File: config.mk
export PLATFORM = sky130hd
export DESIGN_NAME = gc_arbiter
export DESIGN_NICKNAME = d
export VERILOG_FILES = /design/src/rtl/gc_arbiter.sv
export SDC_FILE = /design/constraint.sdc
export NUM_CORES = 1
export LEC_CHECK = 0
export CAP_MARGIN = 30
export CORE_UTILIZATION = 45
export CTS_CLUSTER_DIAMETER = 40
export DETAILED_ROUTE_END_ITERATION = 12
export PLACE_DENSITY = 0.82
export SYNTH_ARGS = -nofsm -noshare
export SYNTH_HDL_FRONTEND = slang
export SYNTH_SLANG_ARGS = --single-unit
export TNS_END_PERCENT = 1
File: constraint.sdc
create_clock -name clk -period 6.17 [get_ports clk]
set_input_delay 1.5425 -clock clk [delete_from_list [all_inputs] [get_ports clk]]
set_output_delay 1.5425 -clock clk [all_outputs]
set_load 0.005 [all_outputs]
File: src/rtl/gc_arbiter.sv
// gc_arbiter: global counter with single increment port, arbitrated among N_REQ requesters.
// Define GC_ARB_RR_EN for round-robin arbitration; otherwise fixed priority (lowest index wins).
module gc_arbiter #(
  parameter int N_REQ    = 4,
  parameter int GC_WIDTH = 16,
  localparam int IW      = (N_REQ > 1) ? $clog2(N_REQ) : 1
) (
  input  logic                clk,
  input  logic                rst,
  input  logic [N_REQ-1:0]    req_valid,
  output logic [N_REQ-1:0]    req_ready,
  input  logic                set_valid,
  input  logic [GC_WIDTH-1:0] set_value,
  output logic [GC_WIDTH-1:0] gc,
  output logic                running,
  output logic [IW-1:0]       grant_idx,
  output logic [31:0]         grant_count
);

  typedef enum logic {
    IDLE = 1'b0,
    RUN  = 1'b1
  } state_t;

  state_t state_q, state_d;

  logic [GC_WIDTH-1:0] gc_q;
  logic [IW-1:0]       idx_q;
  logic [31:0]         cnt_q;
  logic [IW-1:0]       win;
  logic                hit;
  logic                grant;

`ifdef GC_ARB_RR_EN
  logic [IW-1:0] ptr_q;
  logic [IW:0]   sum;

  // Scan p, p+1, ... wrapping at N_REQ; first asserted request wins.
  always_comb begin
    win = '0;
    hit = 1'b0;
    sum = '0;
    for (int i = 0; i < N_REQ; i++) begin
      sum = {1'b0, ptr_q} + (IW+1)'(i);
      if (sum >= (IW+1)'(N_REQ))
        sum = sum - (IW+1)'(N_REQ);
      if (!hit && req_valid[sum[IW-1:0]]) begin
        hit = 1'b1;
        win = sum[IW-1:0];
      end
    end
  end

  always_ff @(posedge clk) begin
    if (rst)
      ptr_q <= '0;
    else if (grant)
      ptr_q <= (win == IW'(N_REQ-1)) ? '0 : win + IW'(1);
  end
`else
  always_comb begin
    win = '0;
    hit = 1'b0;
    for (int i = 0; i < N_REQ; i++) begin
      if (!hit && req_valid[i]) begin
        hit = 1'b1;
        win = IW'(i);
      end
    end
  end
`endif

  always_comb begin
    req_ready = '0;
    if (state_q == RUN && !set_valid && hit)
      req_ready[win] = 1'b1;
  end

  assign grant = |req_ready;

  always_comb begin
    state_d = state_q;
    if (set_valid)
      state_d = RUN;
  end

  always_ff @(posedge clk) begin
    if (rst) begin
      state_q <= IDLE;
      gc_q    <= '0;
      idx_q   <= '0;
      cnt_q   <= '0;
    end else begin
      state_q <= state_d;
      if (set_valid) begin
        gc_q  <= set_value;
        cnt_q <= '0;
      end else if (grant) begin
        gc_q  <= gc_q + GC_WIDTH'(1);
        idx_q <= win;
        if (cnt_q != 32'hFFFF_FFFF)
          cnt_q <= cnt_q + 32'd1;
      end
    end
  end

  assign gc          = gc_q;
  assign running     = (state_q == RUN);
  assign grant_idx   = idx_q;
  assign grant_count = cnt_q;

endmodule

# Word level (Yosys, flattened, before mapping)
# Cells that the tools add are included.
# op_classes
add_sub_neg	2
magnitude_cmp	2
eq_ne	1
n_mux	12
bitwise_logic	1
n_reduce_logical	15
# op_table
op	count
adder 32 x 1 -> 32 bit, second input constant	1
2-to-1 mux 16 bit	2
inequality test 32 bit, second input constant	1
adder 16 x 1 -> 16 bit, second input constant	1
logical AND 1 bit	6
2-to-1 mux 1 bit	6
zero test 1 bit	4
2-to-1 mux 2 bit	2
2-to-1 mux 4 bit	1
AND reduction 2 bit	2
OR reduction 4 bit	1
less-than comparator 2 x 3 -> 1 bit, second input constant	1
demux 1 bit (select 2 bit)	1
>= comparator 2 x 1 -> 1 bit, second input constant	1
nonzero test 2 bit	1
OR reduction 2 bit	1
inverter 1 bit	1
# word_totals
ff_bits	51
in_bits	23
elab_cells	37

# Logic depth before layout (Yosys ltp)
# depth
ltp_word	18
depth_mapped	8
ltp_nobuf	6

# Least setup slack after synthesis
# Ideal clock, no wire load.
# synth_path
path_type	input to output
from	input set_valid
to	output req_ready[1]
arrival_ns	2.067
t_required_ns	4.628
path_slack_ns	2.560
path_stages	3
path_cell_list	nand2b_1 > clkbuf_1 > nor3b_1
# synth_between
elab_chain_len	4
# synth_rtl
element	line	text
start: declaration	12	input logic set_valid,
zero test 1 bit	75	if (state_q == RUN && !set_valid && hit)
logical AND 1 bit (2 in series)	75	
2-to-1 mux 4 bit	75	
end: declaration	11	output logic [N_REQ-1:0] req_ready,
# Every way passes these cells.

# Worst setup path in the final report
# Same ends and word-level chain as after synthesis.

==> flow_summary.toml <==
[die]
start_util = 0.477
io_pins = 78
std_cell_rows = 27
die_w_um = 79.1
core_um2 = 5610
die-area_um2 = 6250
die_h_um = 79.1

[place]
place_ws_ns = 1.39
io_buffers = 77
hpwl_mm = 5.19
place_congestion = 0.907

[clock_network]
clk_latency_ns = 0.32
cts_root_buf = "clkbuf_8"
h-tree-depth = 2
cts_resized = 0
clock_path_buffers = 2
post_cts_buffers = 0
clk_pin_slew_ns = 0.10
cts.hold.buffers_added = 0
numCtsBuffers = 5
cts.sinks = 51
cts_tree = "done"

[logic_synthesis]
synth-edff-count = 0
yosys_register_bits = 51
yosysSeqAreaShare = 0.382
ys_async_sr_fraction = 0
synth_cells = 334
syn-num-nets = 359
synth-main-ff-cell = "dfxtp_1"
netlist.area_leader.share = 0.382
synth_cell_types = 48
netlist_area_um2 = 2670
yosysMostFrequentCell = "dfxtp_1"
synth_area_leader_cell = "dfxtp_1"
ys_top_cells_by_area = "dfxtp_1 38%, nand2_1 5.2%, a21oi_1 4.5%, or3_1 4.4%, nor2_1 4.4%"
synth_commonest_cells = "51 x dfxtp_1, 37 x nand2_1, 31 x nor2_1"
yosysWarnings = 0
syn_avg_cell_area_um2 = 8.01

[critical_path]
critPathCaptureType = "output pin"
reg2reg_from = "grant_count[14]"
cp_num_buf_inv = 3
reg2reg_depth = 5
cp_common_cell = "clkdlybuf4s50_1"
cp_cell_sequence = "clkdlybuf4s50_1 -> buf_4 -> nand2b_1 -> nor3b_1 -> clkdlybuf4s50_1"
cpPeakStageDelay_ns = 0.53
cpLargestDelayFamily = "buffers and inverters"
start_kind = "input port"
critPathRequiredTime_ns = 4.63
path_max_fanout = 22
crit_type = "in2out"
cp_slowest_cell = "clkdlybuf4s50_1"
rrSetupSlack_ns = 3.61
cp.arrival_ns = 3.23
r2r-end = "grant_count[21]"

[route]
drc = 0
avgRoutedWirePerCell_um = 15.2
detail-route-antenna-nets = 0
drtIter0Drc = 227
routed_wl_mm = 7.24
firstDrtPassIters = 5
via_per_inst = 6.03
vias = 2877

[grt]
grt_max_degree = 31
overflow = 0
grt_antenna_before_repair = 0
grt_usage = 0.234
grt_pass1_wl_mm = 11.7
grt_pass1_vias = 2637

[status]
status = "finished, final reports clean"

[min_path]
min_path_cells = 2
hold_start = "grant_idx[1]"
hp-class = "reg2reg"
worstHoldEndpoint = "grant_idx[1]"

[pwr]
ir_drop_mv = 0.116
p_per_area_nw_per_um2 = 174
leakagePower_nw = 1.10

[sta]
drv_slew = 0
rsz0062_at_grt = "no"
max_freq_mhz = 210
fin_skew_ns = 0.0113
report.final.setup_viol = 0
report.final.hold_viol_count = 0
worst_slack_ns = 1.40
max-slew-margin-rel = 0.434
finalCritPeriodShare = 0.773
worst_pin_slew_ns = 0.846
timing.setup.tns_ns = 0
period_minus_slack_ns = 4.77

[finish]
fin_util = 0.635
drive_above_1_share = 0.0617
antenna_cells = 0
final_nets = 429
syn2layout_area_growth_pct = 33.2

[job]
maxCapViolations = 0
[layout make-up]
cell class	count	area, µm²
Clock buffer	5	68.8
Tap cell	72	90.1
Inverter	7	26.3
Clock inverter	3	23.8
Sequential cell	51	1020
Multi-Input combinational cell	261	1550
Timing Repair Buffer	78	778
Fill cell	510	2050
[power breakdown]
| group | total, W | leakage, nW | internal, W | switching (W) |
|---|---|---|---|---|
| registers | 0.000347 | 0.414 | 0.000337 | 0.0000105 |
| clock network | 0.000206 | 0.0408 | 0.0000815 | 0.000125 |
| logic | 0.0000663 | 0.641 | 0.0000362 | 0.0000300 |
| total | 0.000619 | 1.10 | 0.000454 | 0.000165 |
[sequential cells by signal (all words and copies together), names as in the netlist]
name / flops
gc: 16
running: 1
grant_count: 32
grant_idx: 2
[layer usage]
metal  vias up  wire length, µm  global-route usage
met5         -                0                   0
met4         0              155               0.102
met3        18              443              0.0471
met2       120             3530               0.396
met1      1355             3110               0.286
li1       1384                -                   -
[stage by stage]
step / hold WS [ns] / power [W] / instance area [µm²] / cells
3_5_place_dp: 0.493 / 0.000420 / 3470 / 469
2_1_floorplan: 0.481 / 0.000380 / 2670 / 334
4_1_cts: 0.505 / 0.000620 / 3560 / 477
3_3_place_gp: 0.487 / 0.000419 / 3470 / 469
5_1_grt: 0.538 / 0.000642 / 3560 / 477
6_report: 0.504 / 0.000619 / 3560 / 477
[how the worst max path moves through the flow]
stage,startpoint,to,slack (ns),cells past startpoint
finish,set_valid,req_ready[1],1.40,5
floorplan,set_valid,req_ready[1],2.56,3
detailed placement,set_valid,req_ready[1],1.39,5
global route,set_valid,req_ready[1],1.25,5
global placement,set_valid,req_ready[1],1.42,5
CTS,set_valid,req_ready[1],1.39,5
[cell families after synthesis]
| logic type | after synthesis | synth area share |
|---|---|---|
| mux | 5 | 0.0192 |
| simple gates | 161 | 0.322 |
| compound gates | 84 | 0.201 |
| flops | 51 | 0.382 |
| buf+inv | 22 | 0.0370 |
| fa+ha+maj | 2 | 0.00936 |
| xor+xnor | 9 | 0.0295 |
[worst register-to-register path, cell delays in order, from the launching register on]
cell and delay, ns:
dfxtp_1 0.44, nand4_2 0.20, or4_1 0.80, o211ai_2 0.70, o21ai_0 0.20, a21oi_1 0.15
[layout by cell type, fill, tap and decap left out, types with 2 or more instances in the layout]
cell type / count
nand4_1: 10
nand2b_1: 2
xor2_1: 7
o311ai_1: 3
o311a_1: 2
mux2i_1: 4
nand2_1: 37
nand3_1: 18
o211ai_1: 6
and3_1: 5
nor2b_1: 2
clkbuf_8: 5
o21ai_0: 23
a31oi_1: 11
a221oi_1: 2
nor3_1: 7
nor4_2: 2
or4_1: 7
a21oi_1: 24
or3_1: 19
o31ai_1: 3
xnor2_1: 2
nor2_1: 31
dfxtp_1: 51
or2_2: 5
nor3b_1: 2
inv_1: 7
ha_1: 2
nor4_1: 5
clkinvlp_4: 2
and2_1: 4
clkdlybuf4s50_1: 77
(Power assumes the default switching activity.)
